### config.mk
export PLATFORM = sky130hd
export DESIGN_NAME = core_run_sequencer
export DESIGN_NICKNAME = d
export VERILOG_FILES = /design/src/rtl/core_run_seq_pkg.sv /design/src/rtl/core_run_seq_wdog.sv /design/src/rtl/core_run_sequencer.sv
export SDC_FILE = /design/constraint.sdc
export NUM_CORES = 1
export LEC_CHECK = 0
export BUFFER_PORTS_ARGS = -buffer_cell sky130_fd_sc_hd__buf_2
export CAP_MARGIN = 20
export CORE_ASPECT_RATIO = 0.5
export CORE_UTILIZATION = 50
export DETAILED_ROUTE_END_ITERATION = 10
export PLACE_DENSITY_LB_ADDON = 0.25
export SLEW_MARGIN = 20
export SYNTH_ARGS = -nofsm -noshare
export SYNTH_HDL_FRONTEND = slang
export SYNTH_SLANG_ARGS = --single-unit
### constraint.sdc
create_clock -name i_clk -period 5.6 [get_ports i_clk]
set_clock_uncertainty 0.05 [all_clocks]
set_input_delay 1.12 -clock i_clk [delete_from_list [all_inputs] [get_ports i_clk]]
set_output_delay 1.12 -clock i_clk [all_outputs]
set_load 0.02 [all_outputs]
### src/rtl/core_run_seq_pkg.sv
// Shared state type and sizing helpers for the core run sequencer.
package core_run_seq_pkg;

    typedef enum logic [2:0] {
        ST_IDLE,
        ST_RESET,
        ST_RELEASE,
        ST_RUN,
        ST_DONE
    } seq_state_t;

    localparam int MAX_CORES = 16;

    // Width of the stagger counter; never narrower than one bit so the
    // unstaggered build still has a legal vector.
    function automatic int stagger_width(input int stagger, input int n_cores);
        int w;
        w = $clog2(stagger * (n_cores - 1) + 1);
        return (w < 1) ? 1 : w;
    endfunction

endpackage

### src/rtl/core_run_seq_wdog.sv
// Per-core heartbeat watchdog: counts silent cycles while active and sets a
// sticky flag when the count reaches WDOG_CYCLES.
module core_run_seq_wdog #(
    parameter int CNT_WIDTH   = 16,
    parameter int WDOG_CYCLES = 256
) (
    input  logic clk,
    input  logic rst,
    input  logic clear,
    input  logic active,
    input  logic heartbeat,
    output logic timeout
);

    localparam logic [CNT_WIDTH-1:0] LIMIT = CNT_WIDTH'(WDOG_CYCLES);

    logic [CNT_WIDTH-1:0] cnt_q;
    logic [CNT_WIDTH-1:0] cnt_inc;

    assign cnt_inc = cnt_q + 1'b1;

    always_ff @(posedge clk) begin
        if (rst || clear) begin
            cnt_q   <= '0;
            timeout <= 1'b0;
        end else if (active && !timeout) begin
            if (heartbeat) begin
                cnt_q <= '0;
            end else begin
                cnt_q <= cnt_inc;
                if (cnt_inc == LIMIT) timeout <= 1'b1;
            end
        end
    end

endmodule

### src/rtl/core_run_sequencer.sv
// Reset-and-run controller for up to 16 cores: held reset, staggered release,
// bounded run. Define CORE_RUN_SEQ_WATCHDOG_EN to add per-core heartbeat watchdogs.
//
// state   | meaning
// IDLE    | cores held in reset, waiting for i_start
// RESET   | cores held while the hold counter runs to RST_CYCLES
// RELEASE | cores released one by one, STAGGER cycles apart
// RUN     | all cores released, run counter advancing
// DONE    | run complete or watchdog tripped; waits for i_start
module core_run_sequencer
    import core_run_seq_pkg::*;
#(
    parameter int N_CORES        = 1,
    parameter int CNT_WIDTH      = 16,
    parameter int RST_CYCLES     = 5,
    parameter int STAGGER        = 0,
    parameter int RUN_CYCLES     = 69,
    parameter int AUTO_START     = 1,
    parameter int FREEZE_ON_DONE = 1,
    parameter int WDOG_CYCLES    = 256
) (
    input  logic                 i_clk,
    input  logic                 i_rst,
    input  logic                 i_start,
    input  logic [N_CORES-1:0]   i_heartbeat,
    output logic [N_CORES-1:0]   o_core_rst,
    output logic                 o_running,
    output logic                 o_done,
    output logic [CNT_WIDTH-1:0] o_cycle_count,
    output logic [N_CORES-1:0]   o_timeout
);

    localparam int SW = stagger_width(STAGGER, N_CORES);
    localparam bit STAGGERED = (N_CORES > 1) && (STAGGER > 0);
    localparam logic [CNT_WIDTH-1:0] RST_LIMIT = CNT_WIDTH'(RST_CYCLES);
    localparam logic [CNT_WIDTH-1:0] RUN_LIMIT = CNT_WIDTH'(RUN_CYCLES);
    localparam logic [SW-1:0]        STAG_LAST = SW'(STAGGER * (N_CORES - 1));

    seq_state_t           state_q, state_d;
    logic [CNT_WIDTH-1:0] hold_q, hold_d;
    logic [CNT_WIDTH-1:0] count_q, count_d;
    logic [SW-1:0]        stag_q, stag_d;
    logic [N_CORES-1:0]   core_rst_q, core_rst_d;
    logic                 running_q, running_d;
    logic                 done_q, done_d;
    logic                 restart, go_done;
    logic [N_CORES-1:0]   timeout;
    logic                 wdog_trip;

    assign wdog_trip = |timeout;

    always_comb begin
        state_d    = state_q;
        hold_d     = hold_q;
        count_d    = count_q;
        stag_d     = stag_q;
        core_rst_d = core_rst_q;
        running_d  = running_q;
        done_d     = done_q;
        restart    = 1'b0;
        go_done    = 1'b0;

        unique case (state_q)
            ST_IDLE: restart = i_start;
            ST_RESET: begin
                if (hold_q == RST_LIMIT) begin
                    core_rst_d[0] = 1'b0;
                    stag_d        = '0;
                    if (STAGGERED) begin
                        state_d = ST_RELEASE;
                    end else begin
                        core_rst_d = '0;
                        state_d    = ST_RUN;
                        running_d  = 1'b1;
                    end
                end else begin
                    hold_d = hold_q + 1'b1;
                end
            end
            ST_RELEASE: begin
                if (wdog_trip) begin
                    go_done = 1'b1;
                end else begin
                    stag_d = stag_q + 1'b1;
                    for (int k = 1; k < N_CORES; k++) begin
                        if (stag_d == SW'(STAGGER * k)) core_rst_d[k] = 1'b0;
                    end
                    if (stag_d == STAG_LAST) begin
                        state_d   = ST_RUN;
                        running_d = 1'b1;
                    end
                end
            end
            ST_RUN: begin
                count_d = (&count_q) ? count_q : count_q + 1'b1;
                if (wdog_trip || (RUN_CYCLES != 0 && count_d == RUN_LIMIT)) go_done = 1'b1;
            end
            ST_DONE: restart = i_start;
            default: ;
        endcase

        if (go_done) begin
            state_d   = ST_DONE;
            done_d    = 1'b1;
            running_d = 1'b0;
            if (FREEZE_ON_DONE != 0) core_rst_d = '1;
        end

        // Restart begins as the first counted hold cycle, matching release
        // timing after i_rst.
        if (restart) begin
            state_d    = ST_RESET;
            hold_d     = CNT_WIDTH'(1);
            count_d    = '0;
            stag_d     = '0;
            core_rst_d = '1;
            running_d  = 1'b0;
            done_d     = 1'b0;
        end
    end

    always_ff @(posedge i_clk) begin
        if (i_rst) begin
            state_q    <= (AUTO_START != 0) ? ST_RESET : ST_IDLE;
            hold_q     <= '0;
            count_q    <= '0;
            stag_q     <= '0;
            core_rst_q <= '1;
            running_q  <= 1'b0;
            done_q     <= 1'b0;
        end else begin
            state_q    <= state_d;
            hold_q     <= hold_d;
            count_q    <= count_d;
            stag_q     <= stag_d;
            core_rst_q <= core_rst_d;
            running_q  <= running_d;
            done_q     <= done_d;
        end
    end

`ifdef CORE_RUN_SEQ_WATCHDOG_EN
    logic wdog_window;
    assign wdog_window = (state_q == ST_RELEASE) || (state_q == ST_RUN);

    for (genvar k = 0; k < N_CORES; k++) begin : g_wdog
        core_run_seq_wdog #(
            .CNT_WIDTH  (CNT_WIDTH),
            .WDOG_CYCLES(WDOG_CYCLES)
        ) u_wdog (
            .clk      (i_clk),
            .rst      (i_rst),
            .clear    (restart),
            .active   (wdog_window && !core_rst_q[k]),
            .heartbeat(i_heartbeat[k]),
            .timeout  (timeout[k])
        );
    end
`else
    logic unused_wdog_cfg;
    assign unused_wdog_cfg = (^i_heartbeat) ^ (WDOG_CYCLES != 0);
    assign timeout = '0;
`endif

    assign o_core_rst    = core_rst_q;
    assign o_running     = running_q;
    assign o_done        = done_q;
    assign o_cycle_count = count_q;
    assign o_timeout     = timeout;

endmodule

==> impl_metrics.ini, run 1 <==
[synthesis]
syn_nets = 246
ys_seq_elements = 38
syn_area_um2 = 1960
synthFlopType = dfxtp_1
synth.distinct_cells = 42
netlist_instances = 239
synth_area_per_cell_um2 = 8.21
synth_warnings = 0
ys_async_sr_fraction_pct = 0
synth-edff-count = 0
synth-seq-area-share_pct = 38.8

[routing]
via_count = 1667
first_pass_iters = 4
routed_wl_mm = 3.85
drtAntennaViolNets = 0
vias_per_cell = 5.39
post-route-drc-count = 0
drt_iter0_drc = 85
wl_per_cell_um = 12.5

[timing]
slew_headroom_pct = 60.4
fin_crit_sh_pct = 43.6
slew_viol_final = 0
finalHoldViolCount = 0
worst_pin_slew_ps = 595
timing.setup.tns_ps = 0
timing.final.crit_period_ps = 2440
rsz0062_at_grt = false
setup_violations = 0
fmax_mhz = 410

[finish]
nets = 264
utilization_pct = 60.9
synthToLayoutAreaGrowth_pct = 11.2
drive_gt1_share_pct = 15.1
antenna_cells = 0

[clock_tree]
ctsResizeCount = 0
clockBufferDepth = 2
path_clk_slew_ps = 80
cts_num_sinks = 38
htreeDepth = 2
clock-root-buffer = clkbuf_8
cts_tree = built
clk_latency_ps = 290
post_cts_buffers = 0
cts_made_buffers = 5
cts_hold_buf = 0

[worst_setup_path]
max_stage_delay_ps = 610
required_ps = 5710
crit_path_top_delay_cell = or4b_2
arrival_ps = 2550
critPathTopFamily = simple AND/OR/NAND/NOR gates
setup.worst_path.end_class = flop
start_kind = flop
reg2regPathDepth = 6
path_depth = 6
crit_type = reg -> reg
rr_startpoint = o_cycle_count[0]$_SDFFE_PP0N_
critPathLaunch = o_cycle_count[0]$_SDFFE_PP0N_
path_cells = ha_1 > or4b_2 > nor4_1 > nand4_1 > nor4_4 > o21ai_0
cp_num_buf_inv = 0
worstPathMaxFanout = 6

[die]
rows = 15
die_y_um = 46.3
core-area_um2 = 3580
die_w_um = 90.6
start_util_pct = 54.7
die_area_um2 = 4190
top_level_ports = 24

[place]
dp_hpwl_mm = 2.68
gp_congestion = 0.825
port_buffers = 21

[global_routing]
grt_pass1_vias = 1431
antenna_found_initial = 0
gr-usage-all-layers_pct = 19.6
grt_max_degree = 30
grt_first_pass_wirelength_mm = 6.43
grt_overflow = 0

[power]
leakage_uw = 0.000806
power.density_nw_per_um2 = 235
irDropWorstVdd_mv = 0.123

[worst_hold_path]
hold_start = o_done$_SDFFE_PP0P_
whs_path_depth = 1
hold_class = reg -> reg

[run]
maxCapViolCount = 0

[run_status]
status = completed
==> area by class of cell <==
cell class,instances,area [µm²]
fillers,341,1400
clock inverters,2,12.5
well taps,51,63.8
repair buffers,21,105
clock buffers,6,82.6
flip-flops and latches,38,761
multi-input cells,187,1140
inverters,4,15.0
==> cell usage in the layout (no fill, tap or decap), types with 2 or more instances in the layout <==
cell and n:
nor2_1 46, and4_1 4, nor3_1 7, nand2_1 22, o21ai_0 7, or3_1 2, xnor2_1 16, nor2b_1 2
xor2_1 12, or2_2 2, and3_1 3, o21a_1 2, clkbuf_8 6, ha_1 3, nor3b_1 2, nor4b_1 2
nor4_1 6, nor4_4 2, mux2i_1 4, and2_1 2, a21oi_1 6, nand4_1 8, inv_1 4, nand3_1 13
dfxtp_1 38, buf_2 21
==> power breakdown <==
| part | internal, µW | leakage (µW) | switching, µW |
|---|---|---|---|
| Sequential | 275 | 0.000307 | 6.55 |
| Clock | 99.0 | 0.0000472 | 101 |
| Combinational | 11.5 | 0.000452 | 19.2 |
| Total | 386 | 0.000806 | 127 |
==> worst reg2reg max path, delay by kind of cell, from the launching register on <==
kind,cells,cell delay (ps)
compound gates,1,130
fa+ha+maj,1,280
flops,1,430
simple gates,4,1420
==> through the flow <==
step	hold slack, ps	power, µW	instances	worst slack (ps)	area, µm²
floorplan	409	312	239	3210	1960
global placement	397	318	301	3200	2090
detailed placement	406	319	301	3180	2090
CTS	424	520	309	3160	2180
global route	458	533	309	2980	2180
finish	422	513	309	3160	2180
==> cells by family (layout without fill, tap and decap cells) <==
family / count (synthesis) / count (layout) / share of synthesized area [%]
flip-flops: 38 / 38 / 38.8
multiplexers: 5 / 5 / 2.61
XOR/XNOR: 28 / 28 / 12.5
other: 1 / 1 / 0.191
AND/OR/NAND/NOR: 127 / 127 / 33.5
AO/OA/AOI/OAI: 23 / 23 / 7.53
buffers and inverters: 14 / 33 / 3.00
adder cells (fa/ha/maj): 3 / 3 / 1.91
==> path summary, 6_finish.rpt <==
path                                                end  slack (ps)
worst min register to register      o_done$_SDFFE_PP0P_         420
worst max register to register  state_q[0]$_SDFFE_PP1P_        3160
worst min-delay path                o_done$_SDFFE_PP0P_         420
worst max-delay path            state_q[0]$_SDFFE_PP1P_        3160
==> cells in the mapped netlist (all sizes together), types with 3 or more instances <==
cell type | count | area, µm²
nor3 | 7 | 35.0
xor2 | 12 | 105
and4 | 4 | 35.0
nand4 | 8 | 50.1
nand3 | 13 | 65.1
o21ai | 7 | 35.0
mux2i | 4 | 40.0
a21oi | 6 | 30.0
nor2 | 46 | 173
dfxtp | 38 | 761
inv | 4 | 15.0
nor4 | 8 | 80.1
clkbuf | 8 | 31.3
xnor2 | 16 | 140
and3 | 3 | 18.8
ha | 3 | 37.5
nand2 | 23 | 88.8
==> state kept, by name (all words and copies together) (netlist names) <==
name	count
state_q	2
hold_q	16
o_running	1
o_done	1
stag_q	1
o_cycle_count	16
o_core_rst	1
==> metal layers <==
metal | vias to the layer above | wire, µm | track usage, %
li1 | 862 | - | -
met1 | 779 | 1950 | 24.9
met4 | 0 | 23 | 5.81
met3 | 4 | 117 | 4.46
met5 | - | 0 | 0
met2 | 22 | 1760 | 34.4
(Power assumes the default switching activity.)
==> run 2, diff against run 1 <==
==> constraint.sdc (replaced) <==
create_clock -name i_clk -period 2.2 [get_ports i_clk]
set_clock_uncertainty 0.05 [all_clocks]
set_input_delay 0.44 -clock i_clk [delete_from_list [all_inputs] [get_ports i_clk]]
set_output_delay 0.44 -clock i_clk [all_outputs]
set_load 0.02 [all_outputs]
==> run 2 against run 1 <==
Compared with the run above: via count increased by 3.7%; utilization increased by 4.4 points; power increased to 2.7 times the previous value; fmax increased by 19%; sequential share of layout area decreased by 2.1 points; critical path depth increased by 1; wire length increased by 6.9%; non-clock buffer count increased by 16; cell area increased by 7.3%; sequential power increased to 2.5 times the previous value; worst hold slack got worse by 150 ps; critical path type unchanged; critical endpoint is now o_running$_SDFFE_PP0P_.
==> impl_metrics.ini, run 2 (synthesis gave the netlist of run 1 again) <==
[worst_setup_path]
critPathLaunch = o_cycle_count[0]$_SDFFE_PP0N_
r2r-end = o_running$_SDFFE_PP0P_
crit_type = reg -> reg
arrival_ps = 2170
crit_end = o_running$_SDFFE_PP0P_
rr_startpoint = o_cycle_count[0]$_SDFFE_PP0N_
path_cells = ha_1 > or4b_4 > nor4_2 > nand4_1 > nor4_4 > buf_4 > nor3_1
crit_path_top_delay_cell = or4b_4
required_ps = 2320
setup.worst_path.end_class = flop
reg2regPathDepth = 7
critPathTopFamily = simple AND/OR/NAND/NOR gates
cp_num_buf_inv = 1
worstPathMaxFanout = 4
r2r_setup_slack_ps = 150
start_kind = flop
path_depth = 7
max_stage_delay_ps = 480

[power]
leakage_uw = 0.000906
irDropWorstVdd_mv = 0.296
finalPower_uw = 1400
pwr-share-comb_pct = 6.1
switching_share_pct = 23.6
p_int_uw = 1070
power_frac_clock_pct = 42.6
p_seq_share_pct = 51.3
power_switching_uw = 329
power.density_nw_per_um2 = 597

[clock_tree]
cts_num_sinks = 38
htreeDepth = 2
clockBufferDepth = 2
cts_hold_buf = 0
cts_tree = built
cts_made_buffers = 5
path_clk_slew_ps = 80
clock-root-buffer = clkbuf_8
clk_latency_ps = 300

[routing]
wl_per_cell_um = 12.7
drtAntennaViolNets = 0
first_pass_iters = 4
vias_per_cell = 5.32
drt_iter0_drc = 55
post-route-drc-count = 0
routed_wl_mm = 4.12
via_count = 1728

[timing]
rsz0062_at_grt = false
timing.setup.tns_ps = 0
slew_viol_final = 0
fin_crit_sh_pct = 93.3
fmax_mhz = 487
slew_headroom_pct = 62.7
finalWorstSetupSlack_ps = 147
timing.final.crit_period_ps = 2050
finalHoldViolCount = 0
setup_violations = 0
worst_pin_slew_ps = 560

[place]
place_ws_ps = -59.4
gp_congestion = 0.824
port_buffers = 21
dp_hpwl_mm = 2.87
dpl.cell_count = 315

[run_status]
status = completed

[finish]
final_common_cell = nor2_1
fin_cells = 325
antenna_cells = 0
final_cell_mix = nor2_1 (46), dfxtp_1 (33), nand2_1 (22)
drive_gt1_share_pct = 23.0
fillCellCount = 320
synthToLayoutAreaGrowth_pct = 19.3
nets = 280

[global_routing]
grt_use_met3_pct = 5.28
grtUsageMet2_pct = 35.5
gr-usage-all-layers_pct = 21.3
grt_pass1_vias = 1516
busiest_layer = met2
grt_first_pass_wirelength_mm = 6.88
antenna_found_initial = 0
grt_max_degree = 30
met1_usage_pct = 27.0
grt_overflow = 0

[die]
die_area_um2 = 4190
start_util_pct = 54.7
core-area_um2 = 3580
rows = 15
top_level_ports = 24
die_y_um = 46.3
die_w_um = 90.6

[worst_hold_path]
hold_class = in -> reg

[run]
maxCapViolCount = 0
-- run 2: power by group through the flow --
stage / logic (µW) / registers (µW) / clock network [µW]
global placement: 83.1 / 731 / 0
CTS: 86.2 / 716 / 600
finish: 85.2 / 717 / 595
detailed placement: 85.2 / 733 / 0
global route: 96.7 / 719 / 623
floorplan: 61.2 / 733 / 0
-- run 2: how the worst min path moves through the flow --
stage | slack, ps | cells past startpoint | endpoint | from
floorplan | 410 | 2 | hold_q[15]$_SDFFE_PP0P_ | hold_q[15]$_SDFFE_PP0P_
global placement | 390 | 1 | o_done$_SDFFE_PP0P_ | o_done$_SDFFE_PP0P_
detailed placement | 400 | 1 | o_done$_SDFFE_PP0P_ | o_done$_SDFFE_PP0P_
CTS | 270 | 2 | hold_q[0]$_SDFFE_PP0P_ | i_rst
global route | 290 | 2 | hold_q[0]$_SDFFE_PP0P_ | i_rst
finish | 270 | 2 | hold_q[0]$_SDFFE_PP0P_ | i_rst
-- run 2: cell type report --
cell class                 instances  area (µm²)  area share, %
clock inverter                     3        40.0           1.71
timing repair buffer              37         225           9.62
inverter                           4        15.0          0.641
sequential                        38         767           32.8
multi-input combinational        187        1160           49.6
clock buffer                       5        68.8           2.94
tap                               51        63.8           2.73
-- run 2: repair_timing --
action,in CTS,in global routing
pin swaps,3,1
endpoints found under the setup margin,5,7
buffers inserted,1,1
gates resized for setup,2,5
endpoints found under the hold margin,0,0
-- run 2: worst register-to-register path: stages, from the launching register on --
cell	delay, ps
dfxtp_2	320
ha_1	300
or4b_4	480
nor4_2	160
nand4_1	170
nor4_4	240
buf_4	170
nor3_1	40
-- run 2: stage by stage --
| step | cell area (µm²) | util [%] | hold WS [ps] |
|---|---|---|---|
| after global placement | 2190 | 61.2 | 392 |
| final | 2340 | 65.3 | 272 |
| after global routing | 2340 | 65.3 | 290 |
| after CTS | 2320 | 64.7 | 269 |
| after detailed placement | 2190 | 61.2 | 400 |
| after floorplan | 1970 | - | 409 |
-- run 2: metal layers --
| metal | part of all wire [%] | routed length (µm) | up-vias |
|---|---|---|---|
| li1 | - | - | 885 |
| met1 | 51 | 2100 | 816 |
| met2 | 45 | 1840 | 20 |
| met3 | 2.9 | 120 | 7 |
| met4 | 1.5 | 61 | 0 |
| met5 | 0 | 0 | - |
